<file path="src/rtl/accumulator_datapath_pkg.sv">
// Shared definitions for the accumulator datapath and its controller:
// op codes, control-word field positions and status-vector bit positions.
package accumulator_datapath_pkg;

   typedef enum logic [2:0] {
      OP_NOP  = 3'b000,
      OP_ADD  = 3'b001,
      OP_SUB  = 3'b010,
      OP_AND  = 3'b011,
      OP_OR   = 3'b100,
      OP_PASS = 3'b101,
      OP_SHL  = 3'b110,
      OP_ASR  = 3'b111
   } op_e;

   localparam int CTRL_WIDTH  = 5;
   localparam int CTRL_OP_HI  = 4;
   localparam int CTRL_OP_LO  = 2;
   localparam int CTRL_LDB    = 1;
   localparam int CTRL_COMMIT = 0;

   localparam int VZ_V = 1;
   localparam int VZ_Z = 0;

   // The controller builds its output words with this helper so both sides agree on the layout
   function automatic logic [CTRL_WIDTH-1:0] build_ctrl(input op_e op, input logic ld_b,
                                                        input logic commit);
      logic [CTRL_WIDTH-1:0] word;
      word = '0;
      word[CTRL_OP_HI:CTRL_OP_LO] = op;
      word[CTRL_LDB]              = ld_b;
      word[CTRL_COMMIT]           = commit;
      return word;
   endfunction

endpackage

</file>
<file path="src/rtl/accumulator_datapath_if.sv">
// Bus between the processor controller (master) and the accumulator datapath (slave).
interface accumulator_datapath_if #(
   parameter int WIDTH     = 8,
   parameter int CNT_WIDTH = 16
);
   import accumulator_datapath_pkg::*;

   logic                  start;
   logic [CTRL_WIDTH-1:0] ctrl;
   logic [WIDTH-1:0]      data_in;
   logic [1:0]            vz;
   logic [WIDTH-1:0]      acc_out;
   logic [CNT_WIDTH-1:0]  commit_cnt;

   modport master (
      output start, ctrl, data_in,
      input  vz, acc_out, commit_cnt
   );

   modport slave (
      input  start, ctrl, data_in,
      output vz, acc_out, commit_cnt
   );

endinterface

</file>
<file path="src/rtl/accumulator_alu.sv">
// Purely combinational ALU of the accumulator datapath: computes the result,
// the signed-overflow flag and the zero flag for one op on (a, b).
module accumulator_alu
   import accumulator_datapath_pkg::*;
#(
   parameter int WIDTH = 8
) (
   input  op_e              op,
   input  logic [WIDTH-1:0] a,
   input  logic [WIDTH-1:0] b,
   output logic [WIDTH-1:0] r,
   output logic             v,
   output logic             z
);

   // Result and overflow per op; overflow only exists for ADD, SUB and SHL
   always_comb begin
      r = a;
      v = 1'b0;
      case (op)
         OP_NOP:  r = a;
         OP_ADD: begin
            r = a + b;
            v = (a[WIDTH-1] == b[WIDTH-1]) && (r[WIDTH-1] != a[WIDTH-1]);
         end
         OP_SUB: begin
            r = a - b;
            v = (a[WIDTH-1] != b[WIDTH-1]) && (r[WIDTH-1] != a[WIDTH-1]);
         end
         OP_AND:  r = a & b;
         OP_OR:   r = a | b;
         OP_PASS: r = b;
         OP_SHL: begin
            r = {a[WIDTH-2:0], 1'b0};
            v = a[WIDTH-1] ^ a[WIDTH-2];
         end
         OP_ASR:  r = {a[WIDTH-1], a[WIDTH-1:1]};
         default: r = a;
      endcase
   end

   assign z = (r == '0);

endmodule

</file>
<file path="src/rtl/accumulator_datapath.sv">
// Accumulator datapath: decodes the controller word every cycle, updates the
// accumulator, operand register B, the registered {V,Z} status and a count of
// committed operations. All outputs come straight from registers.
module accumulator_datapath
   import accumulator_datapath_pkg::*;
#(
   parameter int WIDTH     = 8,
   parameter int CNT_WIDTH = 16
) (
   input logic                  clock,
   input logic                  clear,
   accumulator_datapath_if.slave bus
);

   logic [WIDTH-1:0]     acc;
   logic [WIDTH-1:0]     b_reg;
   logic [1:0]           vz_reg;
   logic [CNT_WIDTH-1:0] cnt;

   op_e              op;
   logic             ld_b;
   logic             commit;
   logic [WIDTH-1:0] alu_r;
   logic             alu_v;
   logic             alu_z;

   assign op     = op_e'(bus.ctrl[CTRL_OP_HI:CTRL_OP_LO]);
   assign ld_b   = bus.ctrl[CTRL_LDB];
   assign commit = bus.ctrl[CTRL_COMMIT];

   accumulator_alu #(
      .WIDTH (WIDTH)
   ) u_alu (
      .op (op),
      .a  (acc),
      .b  (b_reg),
      .r  (alu_r),
      .v  (alu_v),
      .z  (alu_z)
   );

   // State update: clear/start wipe everything, otherwise commit and B-load act independently
   always_ff @(posedge clock) begin
      if (clear || bus.start) begin
         acc    <= '0;
         b_reg  <= '0;
         vz_reg <= 2'b00;
         cnt    <= '0;
      end else begin
         if (commit) begin
            acc            <= alu_r;
            vz_reg[VZ_V]   <= alu_v;
            vz_reg[VZ_Z]   <= alu_z;
            cnt            <= cnt + {{(CNT_WIDTH-1){1'b0}}, 1'b1};
         end
         if (ld_b) begin
            b_reg <= bus.data_in;
         end
      end
   end

   assign bus.acc_out    = acc;
   assign bus.vz         = vz_reg;
   assign bus.commit_cnt = cnt;

endmodule
</file>
<file path="src/flat_wrapper.sv">
// flat-port wrapper written by rule: the top's interface ports become plain ports
module accumulator_datapath_flat import accumulator_datapath_pkg::*;
#(
   parameter int WIDTH     = 8,
   parameter int CNT_WIDTH = 16
)
  (clock, clear, bus_start, bus_ctrl, bus_data_in, bus_vz, bus_acc_out, bus_commit_cnt);
  accumulator_datapath_if #(.WIDTH(WIDTH), .CNT_WIDTH(CNT_WIDTH)) bus_i ();
  input logic clock;
  input logic clear;
  input wire logic [$bits(bus_i.start)-1:0] bus_start;
  input wire logic [$bits(bus_i.ctrl)-1:0] bus_ctrl;
  input wire logic [$bits(bus_i.data_in)-1:0] bus_data_in;
  output wire logic [$bits(bus_i.vz)-1:0] bus_vz;
  output wire logic [$bits(bus_i.acc_out)-1:0] bus_acc_out;
  output wire logic [$bits(bus_i.commit_cnt)-1:0] bus_commit_cnt;
  assign bus_i.start = bus_start;
  assign bus_i.ctrl = bus_ctrl;
  assign bus_i.data_in = bus_data_in;
  assign bus_vz = bus_i.vz;
  assign bus_acc_out = bus_i.acc_out;
  assign bus_commit_cnt = bus_i.commit_cnt;
  accumulator_datapath #(.WIDTH(WIDTH), .CNT_WIDTH(CNT_WIDTH)) u_core (.clock(clock), .clear(clear), .bus(bus_i));
endmodule
</file>
<file path="config.mk">
export PLATFORM = sky130hd
export DESIGN_NAME = accumulator_datapath_flat
export DESIGN_NICKNAME = d
export VERILOG_FILES = /design/src/rtl/accumulator_datapath_pkg.sv /design/src/rtl/accumulator_datapath_if.sv /design/src/rtl/accumulator_alu.sv /design/src/rtl/accumulator_datapath.sv /design/src/flat_wrapper.sv
export SDC_FILE = /design/constraint.sdc
export NUM_CORES = 1
export LEC_CHECK = 0
export CORE_AREA = 2 2 85 87
export DETAILED_ROUTE_END_ITERATION = 8
export DIE_AREA = 0 0 87 89
export PLACE_DENSITY = 0.62
export SLEW_MARGIN = 20
export SYNTH_ARGS = -nofsm -noshare
export SYNTH_HDL_FRONTEND = slang
export SYNTH_SLANG_ARGS = --single-unit
</file>
<file path="constraint.sdc">
create_clock -name clock -period 6.23 [get_ports clock]
set_input_delay 0.9345 -clock clock [delete_from_list [all_inputs] [get_ports clock]]
set_output_delay 0.9345 -clock clock [all_outputs]
set_load 0.01 [all_outputs]
</file>
==> flow_summary_export.csv, run 1 <==
group,metric,value,unit
run_status,status,"completed",
yosys,yosysWarningCount,0,
worst_setup_path,worstPathRequired,6.41,ns
grt,grt_pass1_wl,10920,um
clock_network,cts_tree,"built",
sta,rsz0062_at_grt,"no",
sta,skew,0.002144,ns
yosys,synth_enable_flop_cells,0,
grt,grt_pass1_vias,2287,
clock_network,cts_setup_buffers,0,
grt,grt.total_usage,17.63,%
placed_design,dpl.hpwl,4824,um
yosys,yosysUniqueCellTypes,54,
run,cap_viol_max_count,0,
power_and_ir_drop,max-vdd-ir-drop,133.0,uV
worst_setup_path,critPathKind,"input port to register",
final_layout,nNetsFinal,405,
sta,max_freq,286.1,MHz
yosys,ys_ff_latch,34,
yosys,avgSynthCellArea,7.990,um2
grt,grt-ovfl-total,0,
clock_network,cts_sinks,34,
yosys,ys.flop_type,"dfxtp_1",
worst_setup_path,arrival,3.67,ns
sta,relSlewSlack,36.36,%
placed_design,portBuffers,41,
floorplan,die_w,87,um
clock_network,clockBufferDepth,2,
sta,whs,0.4934,ns
final_layout,layout_common_cells,"44 x nor2_1, 41 x clkdlybuf4s50_1, 34 x dfxtp_1",
yosys,syn_area,2669,um2
floorplan,design.core.area,6719,um2
min_path,hold_path.class,"register to register",
final_layout,post-route-util,47.39,%
floorplan,chipHeight,89,um
placed_design,place_congestion,0.8659,
yosys,synth-async-reset-ratio,0,%
yosys,synthCells,334,
clock_network,clkLatencyLatePin,0.28,ns
sta,setup_viol,0,
power_and_ir_drop,powerDensity,157.7,nW/um2
clock_network,clk_pin_slew,0.06,ns
routing,drt_iter0_markers,160,
final_layout,drive_above_1_share,4.945,%
sta,worstMarginPinSlew,0.9516,ns
routing,wl_per_cell,14.34,um
final_layout,antennaDiodeCount,0,
routing,via_per_inst,5.450,
grt,antenna_found_initial,0,
sta,drv_slew,0,
clock_network,cts_hold_buffers,0,
routing,ant_nets,0,
floorplan,fp-row-count,30,
grt,grt_max_degree,32,
power_and_ir_drop,power.total,502.3,uW
sta,worst_slack,2.734,ns
routing,firstDrtPassIters,4,
floorplan,top_level_ports,42,
final_layout,area_growth,19.32,%
clock_network,cts_root_buf,"clkbuf_8",
floorplan,die_area,7743,um2
worst_setup_path,end_kind,"register",
yosys,ys_seq_area_share,25.50,%
clock_network,numCtsBuffers,5,
worst_setup_path,crit_fanout,29,
worst_setup_path,crit_path_start_kind,"input port",
routing,num_vias,2420,
clock_network,cts.repair.resized,0,
sta,hold_viol,0,
placed_design,dp_slack,2.468,ns
placed_design,placed_area,3093,um2
worst_setup_path,r2r_slack,3.30,ns
yosys,synth_nets,376,
routing,post-route-drc-count,0,
sta,fin_crit_sh,56.11,%
sta,tns,0,ns
final_layout,largest_reg_flops,16,
clock_network,cts_max_level,2,
sta,fin_crit,3.496,ns
routing,wl,6367,um
power_and_ir_drop,leakage,1.191,nW
final_layout,final_common_cell,"nor2_1",
placed_design,dp.cells,436,
final_layout,instances_no_fill,444,
final_layout,nFillCells,667,
final_layout,fin_area,3184,um2
floorplan,start_util,39.72,%
==> synth_stat cells (3+ instances only) <==
cell type,count,area [um2]
inv_1,21,78.83
a221oi_1,3,26.28
xnor2_1,9,78.83
mux2i_1,14,140.1
nor3b_1,4,30.03
nand2b_1,7,43.79
o211ai_1,4,30.03
or3_1,7,43.79
buf_2,8,40.04
nor2_1,44,165.2
nand2_1,19,71.32
dfxtp_1,34,680.7
a31oi_1,3,18.77
nor2b_1,7,43.79
o21ai_0,20,100.1
nand3_1,6,30.03
nand4_1,5,31.28
clkbuf_1,8,30.03
a21oi_1,17,85.08
ha_1,24,300.3
o31ai_1,3,22.52
nor3_1,3,15.01
xor2_1,13,113.9
a211oi_1,8,60.06
==> cells by family after synthesis <==
kind of cell    Yosys count  share of synthesized area (%)
buf+inv                  41                          6.470
compound gates           81                          20.49
flops                    34                          25.50
fa+ha+maj                26                          12.75
simple gates            113                          20.63
mux                      17                          6.938
xor+xnor                 22                          7.220
==> where the power goes <==
part           internal [mW]  total (mW)  switching, mW
Combinational         0.0497       0.109         0.0591
Clock                 0.0891       0.164         0.0747
Sequential             0.222       0.230        0.00782
Total                  0.361       0.502          0.142
==> final timing paths <==
kind,end,from,depth (start not counted)
setup reg to reg,u_core.bus.acc_out[7],u_core.bus.acc_out[1],9
setup / recovery,u_core.bus.acc_out[7],bus_ctrl[2],8
hold reg to reg,u_core.bus.vz[0],u_core.bus.vz[0],2
hold / removal,u_core.bus.vz[0],u_core.bus.vz[0],2
==> area by class of cell <==
cell class	count	area [um2]	share of cell area [%]
Clock buffer	7	86.33	2.711
Timing Repair Buffer	42	417.9	13.12
Multi-Input combinational cell	259	1815	57.01
Sequential cell	34	680.7	21.38
Tap cell	80	100.1	3.143
Inverter	21	78.83	2.475
Clock inverter	1	5.005	0.1572
==> worst max-delay path: stages <==
cell and delay (ns):
clkdlybuf4s50_1 1.10, mux2_2 0.41, a31oi_1 0.16, o211ai_1 0.11, or3_1 0.32, o32ai_1 0.34, mux2i_1 0.12, and2_1 0.17
==> per-layer routing <==
layer / up-vias / track usage [%] / part of all wire [%]
met5: - / 0 / 0
met4: 0 / 5.114 / 0.39
met3: 2 / 2.862 / 4.6
met2: 53 / 29.70 / 48
met1: 1134 / 23.32 / 47
li1: 1231 / - / -
No activity file was read; power rests on OpenSTA's default activity.
==> run 2: changes to the inputs <==
--- a/config.mk
+++ b/config.mk
@@ -8,7 +8,7 @@
 export CORE_AREA = 2 2 85 87
 export DETAILED_ROUTE_END_ITERATION = 8
 export DIE_AREA = 0 0 87 89
-export PLACE_DENSITY = 0.62
+export PLACE_DENSITY = 0.65
 export SLEW_MARGIN = 20
 export SYNTH_ARGS = -nofsm -noshare
 export SYNTH_HDL_FRONTEND = slang
==> constraint.sdc (replaced) <==
create_clock -name clock -period 3 [get_ports clock]
set_input_delay 0.45 -clock clock [delete_from_list [all_inputs] [get_ports clock]]
set_output_delay 0.45 -clock clock [all_outputs]
set_load 0.01 [all_outputs]
==> run 2 against run 1 <==
Compared with the run above: wire length increased by 6.8%; non-clock buffer count is 14 higher; flip-flop and latch count did not move; first-iteration DRC count grew 24%; design area increased by 3.3%; clock power is 110% higher; via count increased by 2.7%; final cell count increased by 3.2%; register-to-register slack worse by 3.0 ns; largest cell class unchanged.
==> flow_summary_export.csv, run 2 (synthesized netlist as in run 1, its figures left out) <==
group,metric,value,unit
worst_setup_path,crit_path_start_kind,"register",
placed_design,place_congestion,0.8606,
final_layout,largest_reg_flops,16,
grt,grt_pass1_vias,2435,
clock_network,cts.repair.resized,0,
clock_network,clkLatencyLatePin,0.28,ns
grt,grt-ovfl-total,0,
clock_network,clockBufferDepth,2,
routing,wl_per_cell,14.85,um
sta,whs,0.5034,ns
run_status,status,"completed",
clock_network,cts_max_level,2,
routing,ant_nets,0,
clock_network,numCtsBuffers,5,
final_layout,nFillCells,654,
floorplan,fp-row-count,30,
floorplan,chipHeight,89,um
sta,skew,0.007826,ns
clock_network,cts_setup_buffers,0,
worst_setup_path,crit_fanout,5,
sta,fin_crit,2.747,ns
final_layout,antennaDiodeCount,0,
min_path,hold_path.class,"register to register",
final_layout,final-seq-area,680.7,um2
final_layout,layout_common_cells,"44 x nor2_1, 41 x clkdlybuf4s50_1, 34 x dfxtp_1",
floorplan,start_util,39.72,%
floorplan,die_area,7743,um2
routing,drt_iter0_markers,198,
clock_network,clk_pin_slew,0.07,ns
worst_setup_path,end_kind,"register",
floorplan,die_w,87,um
clock_network,cts_hold_buffers,0,
sta,hold_viol,0,
final_layout,multiInputGateArea,1815,um2
final_layout,final_common_cell,"nor2_1",
grt,grt_max_degree,27,
final_layout,area_growth,23.25,%
clock_network,cts_root_buf,"clkbuf_8",
sta,fin_crit_sh,91.58,%
final_layout,nNetsFinal,419,
power_and_ir_drop,powerDensity,324.2,nW/um2
sta,tns,0,ns
placed_design,portBuffers,41,
sta,rsz0062_at_grt,"no",
clock_network,cts_sinks,34,
grt,grt_pass1_wl,11360,um
grt,grt.total_usage,18.22,%
sta,setup_viol,0,
power_and_ir_drop,leakage,1.263,nW
power_and_ir_drop,max-vdd-ir-drop,378.4,uV
worst_setup_path,arrival,2.96,ns
worst_setup_path,critPathKind,"register to register",
sta,max_freq,364.0,MHz
floorplan,design.core.area,6719,um2
sta,relSlewSlack,63.94,%
grt,antenna_found_initial,0,
sta,worstMarginPinSlew,0.5325,ns
final_layout,drive_above_1_share,8.466,%
routing,via_per_inst,5.428,
sta,drv_slew,0,
placed_design,dpl.hpwl,5172,um
worst_setup_path,worstPathRequired,3.21,ns
routing,post-route-drc-count,0,
run,cap_viol_max_count,0,
routing,wl,6800,um
routing,num_vias,2486,
clock_network,cts_tree,"built",
routing,firstDrtPassIters,4,
floorplan,top_level_ports,42,
run 2: cell types whose count changed in the layout (fill, tap and decap cells not counted):
cell,delta
buf_4,+14
run 2: layout make-up:
type | count | area share, %
clock inverter | 1 | 0.1521
clock buffer | 7 | 2.625
inverter | 21 | 2.396
sequential | 34 | 20.69
tap | 80 | 3.043
timing repair buffer | 56 | 15.90
multi-input combinational | 259 | 55.19
run 2: final timing paths:
kind / from / to / slack (ns) / depth (start not counted)
min: u_core.bus.commit_cnt[9] / u_core.bus.commit_cnt[9] / 0.50 / 2
max: u_core.b_reg[1] / u_core.bus.vz[0] / 0.25 / 9
min reg2reg: u_core.bus.commit_cnt[9] / u_core.bus.commit_cnt[9] / 0.50 / 2
max reg2reg: u_core.b_reg[1] / u_core.bus.vz[0] / 0.25 / 9
run 2: through the flow:
stage / area [um2] / utilization [%] / total power, mW / setup WS [ns] / instances
finish: 3289 / 48.96 / 1.066 / 0.2525 / 458
global route: 3289 / 48.96 / 1.118 / 0.04995 / 458
CTS: 3289 / 48.96 / 1.073 / 0.2704 / 458
detailed placement: 3198 / 47.60 / 0.7284 / 0.1726 / 450
global placement: 3198 / 47.60 / 0.7279 / 0.1626 / 450
floorplan: 2669 / - / 0.6441 / 0.5492 / 334
run 2: critical path, stage by stage (launching register included):
cell,delay (ns)
dfxtp_1,0.43
inv_1,0.13
ha_1,0.31
nor2_1,0.06
o311ai_1,0.47
a311oi_1,0.24
or3_1,0.41
o32ai_1,0.30
nand4_1,0.16
o21ai_1,0.16
run 2: report_power, final:
| group | switching, mW | total (mW) | leakage, nW | internal (mW) |
|---|---|---|---|---|
| clock network | 0.158 | 0.343 | 0.0482 | 0.185 |
| registers | 0.0104 | 0.471 | 0.276 | 0.461 |
| logic | 0.137 | 0.252 | 0.939 | 0.116 |
| total | 0.305 | 1.07 | 1.26 | 0.762 |
run 2: metal layers:
layer  global-route usage, %  wire, um  share of wire [%]
met1                   24.30      3194                 47
met3                   3.693       404                5.9
met2                   30.53      3134                 46
met5                       0         0                  0
met4                   3.977        67               0.99
==> run 3: changes to the inputs <==
--- a/config.mk
+++ b/config.mk
@@ -5,10 +5,10 @@
 export SDC_FILE = /design/constraint.sdc
 export NUM_CORES = 1
 export LEC_CHECK = 0
-export CORE_AREA = 2 2 85 87
+export CORE_AREA = 2 2 78 95
 export DETAILED_ROUTE_END_ITERATION = 8
-export DIE_AREA = 0 0 87 89
-export PLACE_DENSITY = 0.65
+export DIE_AREA = 0 0 80 97
+export PLACE_DENSITY = 0.64
 export SLEW_MARGIN = 20
 export SYNTH_ARGS = -nofsm -noshare
 export SYNTH_HDL_FRONTEND = slang
==> run 3 against run 2 <==
Compared with the run above: die area grew 0.22%; critical path depth unchanged; wire length up 0.40%; clock power about the same; core utilization is 0.58 points lower; worst hold slack better by 0.0027 ns; flip-flop and latch count is the same; sequential share of layout area rose by 0.087 points; sequential power about the same; combinational power shrank 3%; setup slack gained 0.020 ns.
==> flow_summary_export.csv, run 3 (synthesized netlist as in run 1, its figures left out) <==
group,metric,value,unit
run_status,status,"completed",
placed_design,placed_area,3184,um2
worst_setup_path,crit_path_start_kind,"register",
clock_network,clockBufferDepth,2,
floorplan,design.core.area,6771,um2
placed_design,dp_slack,0.1698,ns
placed_design,dp.cells,454,
sta,relSlewSlack,60.05,%
placed_design,dpl.hpwl,5262,um
clock_network,clk_pin_slew,0.07,ns
clock_network,numCtsBuffers,5,
floorplan,fp-row-count,33,
power_and_ir_drop,powerDensity,324.0,nW/um2
worst_setup_path,crit_fanout,7,
worst_setup_path,path_cells,"inv_1 -> ha_1 -> nor2_1 -> o311ai_1 -> a311oi_1 -> or3_1 -> o32ai_1 -> mux2i_1 -> and2_1",
grt,grt_pass1_wl,11470,um
clock_network,cts_root_buf,"clkbuf_8",
power_and_ir_drop,p_comb_share,23.1,%
grt,grt.total_usage,18.05,%
sta,worstMarginPinSlew,0.5899,ns
min_path,hold_path.class,"register to register",
run,cap_viol_max_count,0,
routing,drt_iter0_markers,223,
final_layout,antennaDiodeCount,0,
final_layout,largest_reg_flops,16,
sta,setup_viol,0,
worst_setup_path,critPathSlowestCell,"dfxtp_1",
power_and_ir_drop,clkPwrFrac,32.3,%
sta,max_freq,366.7,MHz
sta,tns,0,ns
clock_network,cts.repair.resized,0,
clock_network,cts_sinks,34,
worst_setup_path,critPathKind,"register to register",
clock_network,cts_max_level,2,
floorplan,chipHeight,97,um
sta,drv_slew,0,
worst_setup_path,r2r_slack,0.27,ns
routing,firstDrtPassIters,5,
grt,antenna_found_initial,0,
final_layout,nFillCells,688,
sta,rsz0062_at_grt,"no",
routing,ant_nets,0,
floorplan,top_level_ports,42,
routing,num_vias,2511,
sta,fin_crit_sh,90.90,%
grt,grt_max_degree,29,
final_layout,area_growth,22.74,%
final_layout,drive_above_1_share,7.733,%
sta,worst_slack,0.2729,ns
worst_setup_path,worstPathRequired,3.18,ns
sta,skew,0.007496,ns
power_and_ir_drop,power_switching_share,28.70,%
power_and_ir_drop,p_int,756.7,uW
routing,post-route-drc-count,0,
placed_design,place_congestion,0.8987,
power_and_ir_drop,leakage,1.247,nW
routing,wl_per_cell,14.78,um
final_layout,final_common_cell,"nor2_1",
clock_network,cts_setup_buffers,0,
clock_network,clkLatencyLatePin,0.28,ns
final_layout,fin_area,3276,um2
floorplan,start_util,39.41,%
sta,fin_crit,2.727,ns
clock_network,cts_tree,"built",
worst_setup_path,cp_top_family,"compound AO/OA/AOI/OAI gates",
routing,via_per_inst,5.435,
worst_setup_path,end_kind,"register",
sta,hold_viol,0,
final_layout,nNetsFinal,416,
worst_setup_path,path_buf_inv,1,
final_layout,layout_common_cells,"44 x nor2_1, 41 x clkdlybuf4s50_1, 34 x dfxtp_1",
power_and_ir_drop,max-vdd-ir-drop,313.3,uV
clock_network,cts_hold_buffers,0,
grt,grt_pass1_vias,2435,
floorplan,die_area,7760,um2
placed_design,portBuffers,41,
worst_setup_path,max_stage_delay,0.48,ns
grt,grt-ovfl-total,0,
routing,wl,6827,um
power_and_ir_drop,pwr-share-seq,44.5,%
power_and_ir_drop,p_switching,304.6,uW
final_layout,instances_no_fill,462,
floorplan,die_w,80,um
worst_setup_path,arrival,2.91,ns
final_layout,post-route-util,48.37,%
run 3: cell count changes in the layout (fill, tap and decap cells not counted):
cell / previous run / this run
buf_4: 15 / 12
run 3: final timing paths:
check,endpoint,from,cells past startpoint
worst min-delay path,u_core.bus.commit_cnt[11],u_core.bus.commit_cnt[11],2
worst min register to register,u_core.bus.commit_cnt[11],u_core.bus.commit_cnt[11],2
worst max register to register,u_core.bus.acc_out[7],u_core.bus.acc_out[4],9
worst max-delay path,u_core.bus.acc_out[7],u_core.bus.acc_out[4],9
run 3: worst register-to-register path, stage by stage (launching register included):
cell and delay (ns):
dfxtp_1 0.48, inv_1 0.13, ha_1 0.45, nor2_1 0.12, o311ai_1 0.17, a311oi_1 0.26
or3_1 0.42, o32ai_1 0.34, mux2i_1 0.12, and2_1 0.16
run 3: per-layer routing:
layer  vias to the layer above  track usage, %  share of wire (%)
met3                        12           2.612                4.0
met1                      1177           23.48                 45
met5                         -               0                  0
met4                         0           6.128                1.7
met2                        75           30.13                 49
li1                       1247               -                  -
run 3: power by group through the flow:
stage / Sequential (mW) / Combinational, mW / Clock (mW)
after global routing: 0.474 / 0.270 / 0.370
after detailed placement: 0.483 / 0.242 / 0
after CTS: 0.472 / 0.245 / 0.356
after global placement: 0.483 / 0.241 / 0
after floorplan: 0.485 / 0.159 / 0
final: 0.473 / 0.245 / 0.343
run 3: area by class of cell:
| type | count | area, um2 | share of cell area, % |
|---|---|---|---|
| Clock buffer | 7 | 86.33 | 2.636 |
| Clock inverter | 1 | 5.005 | 0.1528 |
| Inverter | 21 | 78.83 | 2.406 |
| Multi-Input combinational cell | 259 | 1815 | 55.42 |
| Sequential cell | 34 | 680.7 | 20.78 |
| Tap cell | 87 | 108.9 | 3.323 |
| Timing Repair Buffer | 53 | 500.5 | 15.28 |
run 3: per-stage QoR:
stage	hold WS, ns	power, mW
2_1_floorplan	0.4957	0.6441
3_3_place_gp	0.4827	0.7238
3_5_place_dp	0.4890	0.7249
4_1_cts	0.5065	1.073
5_1_grt	0.5378	1.114
6_report	0.5061	1.061
